## src/rtl/mux_sched_pkg.sv

```systemverilog
// mux_sched_pkg: shared defaults and state encoding for the round-robin mux scheduler
package mux_sched_pkg;
    localparam int N_DEF         = 8;
    localparam int DATA_W_DEF    = 1;
    localparam int MAX_BURST_DEF = 4;
    typedef enum logic {IDLE = 1'b0, BUSY = 1'b1} state_t;
endpackage

```

## src/rtl/rr_pick.sv

```systemverilog
// rr_pick: rotate-priority encoder returning the first requester at or after ptr
module rr_pick #(
    parameter int N     = 8,
    parameter int SEL_W = $clog2(N)
) (
    input  logic [N-1:0]     req,
    input  logic [SEL_W-1:0] ptr,
    output logic [SEL_W-1:0] idx,
    output logic             found
);
    logic [SEL_W-1:0] k;
    // scan farthest offset first so the nearest requester to ptr wins
    always_comb begin
        idx   = ptr;
        found = 1'b0;
        k     = ptr;
        for (int i = N - 1; i >= 0; i--) begin
            k = ptr + SEL_W'(i);
            if (req[k]) begin
                idx   = k;
                found = 1'b1;
            end
        end
    end
endmodule

```

## src/rtl/mux_rr_scheduler.sv

```systemverilog
// mux_rr_scheduler: round-robin burst scheduler sharing one N:1 selector among N requesters
module mux_rr_scheduler import mux_sched_pkg::*; #(
    parameter int N         = N_DEF,
    parameter int SEL_W     = $clog2(N),
    parameter int DATA_W    = DATA_W_DEF,
    parameter int MAX_BURST = MAX_BURST_DEF,
    parameter int CNT_W     = (MAX_BURST > 1) ? $clog2(MAX_BURST) : 1
) (
    input  logic                clk,
    input  logic                rst,
    input  logic [N-1:0]        req,
    input  logic [N*DATA_W-1:0] in_data,
    output logic [N-1:0]        in_ack,
    output logic [N-1:0]        gnt,
    output logic [SEL_W-1:0]    sel,
    output logic                busy,
    output logic                out_valid,
    output logic [DATA_W-1:0]   out_data,
    input  logic                out_ready
);
    state_t           state, state_d;
    logic [SEL_W-1:0] ptr, gnt_idx, pick_idx;
    logic [CNT_W-1:0] beat_cnt;
    logic             pick_found, xfer, last, rel;

    rr_pick #(.N(N), .SEL_W(SEL_W)) u_pick (
        .req  (req),
        .ptr  (ptr),
        .idx  (pick_idx),
        .found(pick_found)
    );

    // sel tracks gnt_idx, so it holds its last value through the idle bubble
    assign busy      = state == BUSY;
    assign sel       = gnt_idx;
    assign out_valid = busy & req[gnt_idx];
    assign out_data  = in_data[gnt_idx*DATA_W +: DATA_W];
    assign xfer      = out_valid & out_ready;
    assign last      = beat_cnt == CNT_W'(MAX_BURST - 1);
    assign rel       = busy & (~req[gnt_idx] | (xfer & last));

    always_comb begin
        gnt          = '0;
        gnt[gnt_idx] = busy;
        in_ack       = xfer ? gnt : '0;
    end

    always_comb begin
        state_d = busy ? (rel ? IDLE : BUSY) : (pick_found ? BUSY : IDLE);
    end

    always_ff @(posedge clk or posedge rst) begin
        if (rst) state <= IDLE;
        else     state <= state_d;
    end

    always_ff @(posedge clk or posedge rst) begin
        if (rst) begin
            ptr      <= '0;
            gnt_idx  <= '0;
            beat_cnt <= '0;
        end else if (!busy) begin
            if (pick_found) begin
                gnt_idx  <= pick_idx;
                beat_cnt <= '0;
            end
        end else begin
            if (xfer) beat_cnt <= beat_cnt + 1'b1;
            if (rel)  ptr      <= gnt_idx + 1'b1;
        end
    end
endmodule
```

## config.mk

```make
export PLATFORM = sky130hd
export DESIGN_NAME = mux_rr_scheduler
export DESIGN_NICKNAME = d
export VERILOG_FILES = /design/src/rtl/mux_sched_pkg.sv /design/src/rtl/rr_pick.sv /design/src/rtl/mux_rr_scheduler.sv
export SDC_FILE = /design/constraint.sdc
export NUM_CORES = 1
export LEC_CHECK = 0
export ABC_CLOCK_PERIOD_IN_PS = 3100
export CELL_PAD_IN_SITES_DETAIL_PLACEMENT = 0
export CELL_PAD_IN_SITES_GLOBAL_PLACEMENT = 1
export CORE_ASPECT_RATIO = 1.25
export CORE_MARGIN = 5
export CORE_UTILIZATION = 34
export DETAILED_ROUTE_END_ITERATION = 10
export PLACE_DENSITY_LB_ADDON = 0.05
export REMOVE_ABC_BUFFERS = 1
export SETUP_SLACK_MARGIN = 0.3
export SYNTH_ARGS = -nofsm -noshare
export SYNTH_HDL_FRONTEND = slang
export SYNTH_SLANG_ARGS = --single-unit
export TNS_END_PERCENT = 50
```

## constraint.sdc

```tcl
create_clock -name clk -period 3.1 [get_ports clk]
set_input_delay 0.31 -clock clk [delete_from_list [all_inputs] [get_ports clk]]
set_output_delay 0.31 -clock clk [all_outputs]
set_load 0.01 [all_outputs]
```

# Word level (Yosys, flattened, before mapping)
# Cells that the tools add are included.
# op_classes
bitwise_logic,8
n_reduce_logical,5
eq_ne,2
n_mux,43
order_cmp,10
shifts,1
addsub,9
# ops
operator,n
$lt 3x4->1 const B,9
$bmux 1 s3,9
$mux 3,8
$mux 1,21
$add 3x3->3 const B,4
$and 8x8->8,1
$mux 8,1
$shiftx 8x4->1,1
$add 3x1->3 const B,2
$add 3x2->3 const B,2
$mux 2,3
$reduce_and 2->1,3
$and 1x1->1,4
$demux 1 s3,1
$ge 3x1->1 const B,1
$add 2x1->2 const B,1
$eq 2x2->1 const B,1
$ne 2x1->1 const B,1
$not 1->1,2
$reduce_bool 2->1,1
$logic_and 1x1->1,1
$or 1x1->1,1
# word_totals
register_bits,9
wordCells,82
output_inout_bits,22
input_bits,19

# Logic depth before layout (Yosys ltp)
# Gate-level depths: netlist of run 1.
# depth
word_depth,13
depth_mapped,11
ltp_nobuf,8

# Modules after synthesis
# A second synthesis of run 1 with hierarchy kept.
# unflattened
cells_unflattened,193
area_unflattened_um2,1675.4
# modules_own_cells
module,area_each_um2,seq_area_each_um2,n_inst,cells_per_inst
rr_pick,890.9,0.0,1,102
mux_rr_scheduler,784.5,225.2,1,91

# Worst setup path after synthesis of run 1
# OpenSTA, ideal clock, no wires.
# synth_path
path_kind,register to register
start,register ptr[1]
end,"register gnt_idx[2], in the netlist sel[2]"
n_path_buf,3
arrival_ps,2784
required_time_ps,2975
slack_ps,191
stages_incl_launch_ff,11
period_less_slack_ps,2909
setup_ps,125
cell_sequence,dfrtp_1 -> buf_2 -> buf_2 -> inv_1 -> ha_1 -> buf_4 -> mux4_1 -> nor2_1 -> mux4_2 -> a31oi_4 -> mux2_4
# synth_via
elab_chain_cells,12
word_cells_on_any_way,40
cone_classes,add/sub (7); mux (32); reduce/logical (1)
# synth_lines
item,line_no,source
from (decl),mux_rr_scheduler.sv:22,"logic [SEL_W-1:0] ptr, gnt_idx, pick_idx;"
from (signal assigned),mux_rr_scheduler.sv:69,if (rel) ptr <= gnt_idx + 1'b1;
$add 3x3->3,rr_pick.sv:18,k = ptr + SEL_W'(i);
$bmux 1 s3,rr_pick.sv:19,if (req[k]) begin
$mux 1 (not written as such),rr_pick.sv:19,
$mux 1 (8 in a row),rr_pick.sv:19,
$reduce_and 2->1 (no source line),--,
to (signal assigned),mux_rr_scheduler.sv:64,gnt_idx <= pick_idx;
to (decl),mux_rr_scheduler.sv:22,
# Several ways; a longest one is shown, not always the timed one. The select of a mux whose other input is x is not followed.
# A chain may end at the register's enable or synchronous reset.

# Worst setup path in the final report of run 1
# Ends and elaborated chain as after synthesis.

==> flow_summary.json, run 1 <==
{
  "sw_frac_of_total": 0.498,
  "grt_start_max_net_pins": 24,
  "cts_tree": "done",
  "initialDrtViolationCount": 77,
  "dp.cells": 304,
  "flops_latches_synth": 9,
  "timing.setup.critical_path_class": "reg2reg",
  "number_of_synthesized_flops_with_an_enable_pin": 0,
  "fillers": 509,
  "synth_top_cell_by_area": "sky130_fd_sc_hd__mux4_2",
  "cts_root_cell": "sky130_fd_sc_hd__clkbuf_8",
  "detail_route.first_pass.iterations": 4,
  "setup_repair_after_global_routing_missed_its_margin": "yes",
  "clock_tree.buffer_depth": 2,
  "cap_viol_max_count": 0,
  "ctsHoldBuffers": 0,
  "cp_slowest_cell": "sky130_fd_sc_hd__ha_1",
  "crit_chain": "inv_1 -> ha_1 -> mux4_1 -> nor2_1 -> mux4_2 -> a31oi_4 -> mux2_4",
  "insertion_delay_ns": 0.23,
  "power_switching_w": 0.00132,
  "most-common-layout-cells": "32 x sky130_fd_sc_hd__clkdlybuf4s50_1, 24 x sky130_fd_sc_hd__nor2_1, 17 x sky130_fd_sc_hd__mux4_2, 17 x sky130_fd_sc_hd__buf_4, 16 x sky130_fd_sc_hd__nand2_1",
  "power_w": 0.00265,
  "setup.reg_to_reg.worst_slack_ns": 0.22,
  "final_report_hold_violation_count": 0,
  "reg2reg_from": "ptr[1]",
  "max_clock_freq_mhz": 347,
  "finish.utilization": 0.462,
  "proportion_of_power_drawn_by_the_clock_network": 0.051,
  "routabilityCongestion": 0.854,
  "critPathCapture": "sel[2]",
  "post_synth_inst_count": 205,
  "critical_path_buf_inv_count": 1,
  "post_synthesis_mean_instance_area_um2": 8.73,
  "rows": 29,
  "worst-endpoint-arrival_ns": 2.99,
  "slowest_delay_ns": 0.60,
  "outcome": "finished clean",
  "sequentialPowerShare": 0.103,
  "synthDominantCellAreaShare": 0.214,
  "ys_warn_count": 0,
  "wire_length_of_the_first_global_routing_pass_mm": 9.34,
  "viasPerCell": 5.85,
  "antenna_cells": 0,
  "boundaryPins": 41,
  "rr_worst_depth": 7,
  "startpoint": "ptr[1]",
  "routed_wirelength_mm": 5.66,
  "ys_async_sr_fraction": 1.00,
  "total_number_of_nets_in_the_final_design": 270,
  "final_layout_size_suffix_gt1_frac": 0.215,
  "die_width_um": 74.9,
  "slew-limit-headroom": 0.695,
  "die_area_mm2": 0.00683,
  "clk_pin_slew_worst_paths_ns": 0.05,
  "syn-cell-area_mm2": 0.00179,
  "groute.layer.met3.usage": 0.0144,
  "cts_setup_buffers": 0,
  "gr-usage-all-layers": 0.170,
  "initial_antenna_violation_count": 0,
  "areaGrowthSynthToFinish_pct": 31.0,
  "synth.lib_cells_used.distinct": 53,
  "initial_cell_density_of_the_core": 0.352,
  "drtAntennaViolNets": 0,
  "yosysSeqAreaShare": 0.126,
  "timing.final.crit_share": 0.930,
  "timing.critical_path.to_type": "flop",
  "first_global_vias": 1879,
  "critPathRequiredTime_ns": 3.21,
  "yosys-top-cells-area": "sky130_fd_sc_hd__mux4_2 21%, sky130_fd_sc_hd__dfrtp_1 13%, sky130_fd_sc_hd__mux2i_1 8.4%, sky130_fd_sc_hd__nor2_1 5.0%, sky130_fd_sc_hd__mux2_2 4.4%",
  "worst_setup_path_start_kind": "flop",
  "grt_overflow": 0,
  "use_met2": 0.315,
  "power.ir.vdd_worst_v": 0.000515,
  "report.final.slew_viol_count": 0,
  "drc": 0,
  "combinationalPowerShare": 0.846,
  "final_common_cell": "sky130_fd_sc_hd__clkdlybuf4s50_1",
  "min_period_ns": 2.88,
  "die_height_um": 91.1,
  "worst_r2r_endpoint": "sel[2]",
  "cpLargestDelayFamily": "multiplexers",
  "cts-buffers-inserted": 3,
  "top_usage_layer": "met2",
  "worst_hold_path_type": "in2async",
  "yosys_most_used_dff": "sky130_fd_sc_hd__dfrtp_1",
  "vias": 1803,
  "path_depth": 7,
  "critPathMaxFanout": 11,
  "final_setup_skew_ns": 0.00571,
  "post_layout_nonfiller_instances": 308,
  "cellPowerDensity_mw_per_mm2": 1130,
  "met1_usage": 0.198,
  "internal_power_w": 0.00133,
  "core_area_mm2": 0.00508,
  "portBuffers": 40,
  "cts_max_level": 1,
  "dp.final_hpwl_mm": 4.57,
  "report.final.setup_viol": 0,
  "timing_worst_slew_pin_value_ns": 0.457,
  "power.leakage_nw": 0.974,
  "route.detailed.wl_per_inst_um": 18.4,
  "numClockSinks": 9
}
[timing repair]
item                                    CTS  global route
resized for setup                         6             4
gates cloned                              0             0
endpoints found under the setup margin    8             6
[worst min-delay path by stage]
stage | from | endpoint | slack [ns] | depth (start not counted)
2_1_floorplan | rst | beat_cnt[0] | 0.14 | 1
4_1_cts | rst | busy | 0.37 | 2
6_report | rst | sel[1] | 0.35 | 2
3_5_place_dp | beat_cnt[1] | beat_cnt[1] | 0.56 | 2
5_1_grt | rst | busy | 0.41 | 2
3_3_place_gp | beat_cnt[1] | beat_cnt[1] | 0.53 | 2
[stage by stage]
step | hold WS [ns] | cell area (um^2) | setup WS, ns | TNS [ns]
final | 0.346 | 2350 | 0.217 | 0
after global routing | 0.406 | 2350 | 0.124 | 0
after CTS | 0.368 | 2330 | 0.203 | 0
after detailed placement | 0.556 | 2290 | 0.0748 | 0
after global placement | 0.532 | 2290 | 0.111 | 0
after floorplan | 0.138 | 1690 | -0.0891 | -0.0891
[cell type report]
class | instances | area, um^2 | area share
clock buffers | 4 | 45.0 | 0.0192
inverters | 8 | 30.0 | 0.0128
multi-input cells | 168 | 1440 | 0.613
flip-flops and latches | 9 | 225 | 0.0960
well taps | 62 | 77.6 | 0.0331
repair buffers | 57 | 529 | 0.226
[power by group through the flow]
stage	Sequential (W)	Combinational [W]	Clock (W)
floorplan	0.000386	0.00142	0
global placement	0.000272	0.00221	0
detailed placement	0.000275	0.00225	0
CTS	0.000274	0.00226	0.000137
global route	0.000285	0.00247	0.000145
finish	0.000274	0.00225	0.000135
[state kept, by name, summed over array words and instances, names as in the netlist]
| register | count |
|---|---|
| ptr | 3 |
| sel | 3 |
| beat_cnt | 2 |
| busy | 1 |
[synth_stat cells (2+ instances only)]
| cell type | number |
|---|---|
| sky130_fd_sc_hd__mux2_2 | 7 |
| sky130_fd_sc_hd__o211ai_1 | 3 |
| sky130_fd_sc_hd__a31oi_1 | 3 |
| sky130_fd_sc_hd__o221ai_1 | 2 |
| sky130_fd_sc_hd__xnor2_1 | 2 |
| sky130_fd_sc_hd__mux4_2 | 17 |
| sky130_fd_sc_hd__buf_2 | 8 |
| sky130_fd_sc_hd__clkbuf_1 | 7 |
| sky130_fd_sc_hd__nand2_1 | 16 |
| sky130_fd_sc_hd__xor2_1 | 2 |
| sky130_fd_sc_hd__a32oi_1 | 2 |
| sky130_fd_sc_hd__o22ai_1 | 2 |
| sky130_fd_sc_hd__nor3_1 | 10 |
| sky130_fd_sc_hd__ha_1 | 4 |
| sky130_fd_sc_hd__a22oi_1 | 2 |
| sky130_fd_sc_hd__nand3_1 | 3 |
| sky130_fd_sc_hd__nor3b_1 | 2 |
| sky130_fd_sc_hd__and2_1 | 3 |
| sky130_fd_sc_hd__a211oi_1 | 3 |
| sky130_fd_sc_hd__and3_1 | 3 |
| sky130_fd_sc_hd__inv_1 | 7 |
| sky130_fd_sc_hd__nor4b_1 | 2 |
| sky130_fd_sc_hd__nor2_1 | 24 |
| sky130_fd_sc_hd__nand2b_1 | 6 |
| sky130_fd_sc_hd__o21ai_0 | 9 |
| sky130_fd_sc_hd__dfrtp_1 | 9 |
| sky130_fd_sc_hd__buf_6 | 2 |
| sky130_fd_sc_hd__a21oi_1 | 6 |
| sky130_fd_sc_hd__mux2i_1 | 15 |
[cell families after synthesis]
logic type,Yosys count,share of synthesized area
adders and majority gates,4,0.0280
xor gates and xnor gates,4,0.0196
buffers and inverters,28,0.0755
DFF,9,0.126
muxes,41,0.365
and+or+nand+nor,74,0.202
AOI/OAI and AO/OA,45,0.184
[routing by layer]
layer / up-vias / part of all wire
met5: - / 0
met2: 38 / 0.54
li1: 861 / -
met1: 895 / 0.39
met4: 0 / 0.022
met3: 9 / 0.043
No activity file was read; power rests on OpenSTA's default activity.
==> run 2, diff against run 1 <==
- RECOVER_POWER: unset -> 25
==> run 2 against run 1 <==
Effect of this change:
- die area did not move
- critical path depth unchanged
- clock power about the same
==> flow_summary.json, run 2 (synthesis gave the netlist of run 1 again) <==
{
  "final_report_hold_violation_count": 0,
  "wire_length_of_the_first_global_routing_pass_mm": 9.34,
  "gr-usage-all-layers": 0.170,
  "min_period_ns": 2.88,
  "antenna_cells": 0,
  "die_area_mm2": 0.00683,
  "grt_start_max_net_pins": 24,
  "most-common-layout-cells": "30 x sky130_fd_sc_hd__clkdlybuf4s50_1, 24 x sky130_fd_sc_hd__nor2_1, 17 x sky130_fd_sc_hd__mux4_2, 17 x sky130_fd_sc_hd__buf_4, 16 x sky130_fd_sc_hd__nand2_1",
  "timing.final.crit_share": 0.930,
  "sw_frac_of_total": 0.499,
  "timing.critical_path.to_type": "flop",
  "rr_worst_depth": 7,
  "proportion_of_power_drawn_by_the_clock_network": 0.051,
  "grt_overflow": 0,
  "initial_cell_density_of_the_core": 0.352,
  "portBuffers": 40,
  "timing_worst_slew_pin_value_ns": 0.457,
  "core_area_mm2": 0.00508,
  "numClockSinks": 9,
  "setup_repair_after_global_routing_missed_its_margin": "yes",
  "rows": 29,
  "clk_pin_slew_worst_paths_ns": 0.05,
  "insertion_delay_ns": 0.23,
  "initial_antenna_violation_count": 0,
  "whs_ns": 0.483,
  "cts_setup_buffers": 0,
  "boundaryPins": 41,
  "worst_r2r_endpoint": "sel[2]",
  "first_global_vias": 1879,
  "cts_root_cell": "sky130_fd_sc_hd__clkbuf_8",
  "critPathMaxFanout": 11,
  "die_height_um": 91.1,
  "critPathRequiredTime_ns": 3.21,
  "cts_tree": "done",
  "dp.final_hpwl_mm": 4.57,
  "cts-buffers-inserted": 3,
  "power.leakage_nw": 0.974,
  "die_width_um": 74.9,
  "sequentialPowerShare": 0.103,
  "routed_wirelength_mm": 5.66,
  "power.ir.vdd_worst_v": 0.000515,
  "combinationalPowerShare": 0.846,
  "finalSetupTns_ns": 0,
  "viasPerCell": 5.85,
  "detail_route.first_pass.iterations": 4,
  "max_clock_freq_mhz": 347,
  "finalWorstSetupSlack_ns": 0.217,
  "report.final.slew_viol_count": 0,
  "clock_tree.buffer_depth": 2,
  "route.detailed.wl_per_inst_um": 18.4,
  "post_layout_nonfiller_instances": 308,
  "slew-limit-headroom": 0.695,
  "dp.cells": 304,
  "routabilityCongestion": 0.854,
  "cellPowerDensity_mw_per_mm2": 1130,
  "power_switching_w": 0.00132,
  "internal_power_w": 0.00133,
  "worst_hold_path_type": "in2async",
  "cts_max_level": 1,
  "worst-endpoint-arrival_ns": 2.99,
  "report.final.setup_viol": 0,
  "timing.setup.critical_path_class": "reg2reg",
  "reg2reg_from": "ptr[1]",
  "cap_viol_max_count": 0,
  "outcome": "finished clean",
  "total_number_of_nets_in_the_final_design": 270,
  "worst_setup_path_start_kind": "flop",
  "drc": 0,
  "vias": 1803,
  "drtAntennaViolNets": 0,
  "finish.utilization": 0.462,
  "final_common_cell": "sky130_fd_sc_hd__clkdlybuf4s50_1",
  "final_layout_size_suffix_gt1_frac": 0.215,
  "initialDrtViolationCount": 77,
  "setup.reg_to_reg.worst_slack_ns": 0.22,
  "final_setup_skew_ns": 0.00571,
  "areaGrowthSynthToFinish_pct": 31.0,
  "place_worst_setup_slack_ns": 0.0748
}
-- run 2: cell count changes in the layout (fill, tap and decap cells not counted), sizes merged --
cell           delta
dlygate4sd3       +2
clkdlybuf4s50     -2
-- run 2: timing repair --
action / 4_1_cts / 5_1_grt
setup endpoints to repair: 8 / 6
hold buffers: 0 / 0
resized for setup: 6 / 4
-- run 2: final cells by class --
cell class / count / area [um^2]
fill: 509 / 2730
multi-input combinational: 168 / 1440
timing repair buffer: 57 / 529
sequential: 9 / 225
tap: 62 / 77.6
clock buffer: 4 / 45.0
inverter: 8 / 30.0
-- run 2: power groups by stage --
stage                     clock network [W]  registers (W)  logic [W]
after floorplan                           0       0.000386    0.00142
after global placement                    0       0.000272    0.00221
after detailed placement                  0       0.000275    0.00225
after CTS                          0.000137       0.000274    0.00226
after global routing               0.000145       0.000285    0.00247
final                              0.000135       0.000274    0.00224
-- run 2: worst max-delay path by stage --
| stage | from | endpoint | slack [ns] | depth (start not counted) |
|---|---|---|---|---|
| 2_1_floorplan | ptr[1] | sel[2] | -0.09 | 7 |
| 3_3_place_gp | req[2] | in_ack[1] | 0.11 | 7 |
| 3_5_place_dp | req[2] | in_ack[1] | 0.07 | 7 |
| 4_1_cts | req[3] | in_ack[3] | 0.20 | 8 |
| 5_1_grt | ptr[1] | sel[2] | 0.12 | 7 |
| 6_report | ptr[1] | sel[2] | 0.22 | 7 |
-- run 2: metrics by stage --
step                      total power [W]  instance area (um^2)
after global routing              0.00290                  2350
after CTS                         0.00267                  2330
final                             0.00265                  2350
after global placement            0.00248                  2290
after floorplan                   0.00181                  1690
after detailed placement          0.00253                  2290
-- run 2: per-layer routing --
| metal | GRT usage | wire length (um) | share of wire | vias to the layer above |
|---|---|---|---|---|
| met5 | 0 | 0 | 0 | - |
| met1 | 0.198 | 2210 | 0.39 | 895 |
| met2 | 0.315 | 3080 | 0.54 | 38 |
| li1 | - | - | - | 861 |
| met4 | 0.0564 | 122 | 0.022 | 0 |
| met3 | 0.0144 | 245 | 0.043 | 9 |
-- run 2: critical path: stages, from the launching register on --
cell,delay [ns]
sky130_fd_sc_hd__dfrtp_1,0.35
sky130_fd_sc_hd__inv_1,0.11
sky130_fd_sc_hd__ha_1,0.60
sky130_fd_sc_hd__mux4_1,0.43
sky130_fd_sc_hd__nor2_1,0.08
sky130_fd_sc_hd__mux4_2,0.53
sky130_fd_sc_hd__a31oi_4,0.32
sky130_fd_sc_hd__mux2_4,0.33
==> run 3, diff against run 2 <==
--- a/config.mk
+++ b/config.mk
@@ -6,4 +6,5 @@
 export NUM_CORES = 1
 export LEC_CHECK = 0
+export ABC_AREA = 1
 export ABC_CLOCK_PERIOD_IN_PS = 3100
 export CELL_PAD_IN_SITES_DETAIL_PLACEMENT = 0
@@ -11,5 +12,5 @@
 export CORE_ASPECT_RATIO = 1.25
 export CORE_MARGIN = 5
-export CORE_UTILIZATION = 34
+export CORE_UTILIZATION = 28
 export DETAILED_ROUTE_END_ITERATION = 10
 export PLACE_DENSITY_LB_ADDON = 0.05
==> constraint.sdc (replaced) <==
create_clock -name clk -period 3.1 [get_ports clk]
set_input_delay 0.62 -clock clk [delete_from_list [all_inputs] [get_ports clk]]
set_output_delay 0.62 -clock clk [all_outputs]
set_load 0.01 [all_outputs]
==> run 3 against run 2 <==
Effect of this change:
- maximum frequency increased by 3.4%
- via count shrank 11%
- combinational power decreased by 5%
==> flow_summary.json, run 3 <==
{
  "outcome": "finished clean",
  "netlist_top_cells_count": "64 x sky130_fd_sc_hd__nand2_1, 38 x sky130_fd_sc_hd__nand3_1, 24 x sky130_fd_sc_hd__nor2_1",
  "final_layout_size_suffix_gt1_frac": 0.180,
  "worst-endpoint-arrival_ns": 2.17,
  "number_of_synthesized_flops_with_an_enable_pin": 0,
  "core_area_mm2": 0.00466,
  "cellPowerDensity_mw_per_mm2": 1340,
  "cp_slowest_cell": "sky130_fd_sc_hd__clkdlybuf4s50_1",
  "worst_setup_path_start_kind": "input port",
  "routed-wl-met3_um": 209,
  "final-seq-area_um2": 225,
  "initialDrtViolationCount": 81,
  "vias": 1598,
  "report.final.slew_viol_count": 0,
  "detail_route.first_pass.iterations": 4,
  "met1_length_mm": 1.88,
  "total_number_of_nets_in_the_final_design": 302,
  "slew-limit-headroom": 0.687,
  "power.leakage_nw": 0.950,
  "antenna_cells": 0,
  "synthDominantCellAreaShare": 0.181,
  "rows": 28,
  "boundaryPins": 41,
  "met2_length_mm": 2.55,
  "synth.lib_cells_used.distinct": 32,
  "power_w": 0.00253,
  "ys_warn_count": 0,
  "first_global_vias": 1708,
  "yosys.cell_count.top_type": "sky130_fd_sc_hd__nand2_1",
  "multi_input_area_um2": 958,
  "post_synthesis_mean_instance_area_um2": 5.94,
  "yosys-top-cells-area": "sky130_fd_sc_hd__nand2_1 18%, sky130_fd_sc_hd__dfrtp_1 17%, sky130_fd_sc_hd__nand3_1 14%, sky130_fd_sc_hd__nor2_1 6.8%, sky130_fd_sc_hd__inv_1 5.1%",
  "die_height_um": 87.1,
  "die_area_mm2": 0.00624,
  "cts-buffers-inserted": 3,
  "route.top_layer_used": "met4",
  "numClockSinks": 9,
  "crit_chain": "clkdlybuf4s50_1 -> o21ai_0 -> o21ai_1 -> inv_1 -> o2111ai_2 -> and2_4 -> nand2_4 -> nor3_1 -> dlygate4sd2_1",
  "timing.critical_path.to_type": "output port",
  "flops_latches_synth": 9,
  "cts_max_level": 1,
  "die_width_um": 71.6,
  "report.final.setup_viol": 0,
  "critPathRequiredTime_ns": 2.48,
  "timing_worst_slew_pin_value_ns": 0.470,
  "initial_antenna_violation_count": 0,
  "synth_top_cell_by_area": "sky130_fd_sc_hd__nand2_1",
  "yosysSeqAreaShare": 0.169,
  "yosys_most_used_dff": "sky130_fd_sc_hd__dfrtp_1",
  "setup_repair_after_global_routing_missed_its_margin": "yes",
  "final_report_hold_violation_count": 0,
  "routabilityCongestion": 0.838,
  "cts_setup_buffers": 0,
  "critPathMaxFanout": 9,
  "initial_cell_density_of_the_core": 0.285,
  "route.detailed.wl_per_inst_um": 13.9,
  "final_setup_skew_ns": 0.00396,
  "dp.final_hpwl_mm": 3.89,
  "fillers": 505,
  "cts_root_cell": "sky130_fd_sc_hd__clkbuf_8",
  "slowest_delay_ns": 0.49,
  "routed_wirelength_mm": 4.69,
  "clock_tree.buffer_depth": 2,
  "cap_viol_max_count": 0,
  "grt_start_max_net_pins": 12,
  "min_period_ns": 2.79,
  "whs_ns": 0.505,
  "max_clock_freq_mhz": 359,
  "syn-cell-area_mm2": 0.00133,
  "power.ir.vdd_worst_v": 0.000428,
  "drtAntennaViolNets": 0,
  "most-common-layout-cells": "64 x sky130_fd_sc_hd__nand2_1, 38 x sky130_fd_sc_hd__nand3_1, 29 x sky130_fd_sc_hd__clkdlybuf4s50_1, 24 x sky130_fd_sc_hd__nor2_1, 18 x sky130_fd_sc_hd__inv_1",
  "ys_async_sr_fraction": 1.00,
  "portBuffers": 40,
  "timing.final.crit_share": 0.899,
  "drc": 0,
  "grt_overflow": 0,
  "viasPerCell": 4.73,
  "timing.setup.critical_path_class": "in2out",
  "insertion_delay_ns": 0.23,
  "post_synth_inst_count": 224,
  "wire_length_of_the_first_global_routing_pass_mm": 7.97,
  "gr-usage-all-layers": 0.161,
  "clk_pin_slew_worst_paths_ns": 0.05,
  "cts_tree": "done",
  "final_common_cell": "sky130_fd_sc_hd__nand2_1",
  "worst_hold_path_type": "reg2reg",
  "areaGrowthSynthToFinish_pct": 42.4
}
[run 3: worst paths after layout]
path	start	end	slack [ns]	cells after the start
hold / removal	beat_cnt[1]	beat_cnt[1]	0.50	2
max in group asynchronous	rst	ptr[2]	2.04	2
hold reg to reg	beat_cnt[1]	beat_cnt[1]	0.50	2
setup reg to reg	ptr[0]	sel[1]	0.77	12
min in group asynchronous	rst	beat_cnt[1]	0.79	2
setup / recovery	req[2]	in_ack[6]	0.31	9
[run 3: timing repair]
action / CTS / global route
resized for setup: 12 / 8
hold buffers: 0 / 0
setup endpoints to repair: 9 / 9
[run 3: cells by family after synthesis]
group,share of synthesized area
adders and majority gates,0.0376
DFF,0.169
xor gates and xnor gates,0.0405
buffers and inverters,0.114
AOI/OAI and AO/OA,0.132
and+or+nand+nor,0.507
[run 3: metrics by stage]
step	TNS [ns]	utilization	instance area (um^2)	instances	setup slack, ns
after global placement	0	0.401	1870	334	0.00388
after floorplan	0	-	1280	219	0.720
after detailed placement	-0.0763	0.401	1870	334	-0.0206
final	0	0.407	1890	338	0.313
after global routing	0	0.407	1890	338	0.210
after CTS	0	0.410	1910	338	0.305
[run 3: report_power, final]
part | internal (W) | switching, W | leakage [nW] | total [W]
Clock | 0.0000898 | 0.0000479 | 0.0228 | 0.000138
Sequential | 0.000181 | 0.0000923 | 0.108 | 0.000274
Combinational | 0.000800 | 0.00132 | 0.819 | 0.00212
[run 3: critical path, delay by kind of cell]
family / cells / cell delay (ns)
simple gates: 3 / 0.40
compound gates: 3 / 0.30
buf+inv: 3 / 0.85
[run 3: layout make-up]
type,instances,area share
clock buffers,4,0.0238
flip-flops and latches,9,0.119
inverters,27,0.0535
multi-input cells,183,0.506
well taps,60,0.0396
repair buffers,55,0.258
[run 3: layer usage]
layer / global-route usage / vias to the layer above
li1: - / 842
met5: 0 / -
met4: 0.0410 / 0
met1: 0.179 / 710
met3: 0.0254 / 6
met2: 0.312 / 40
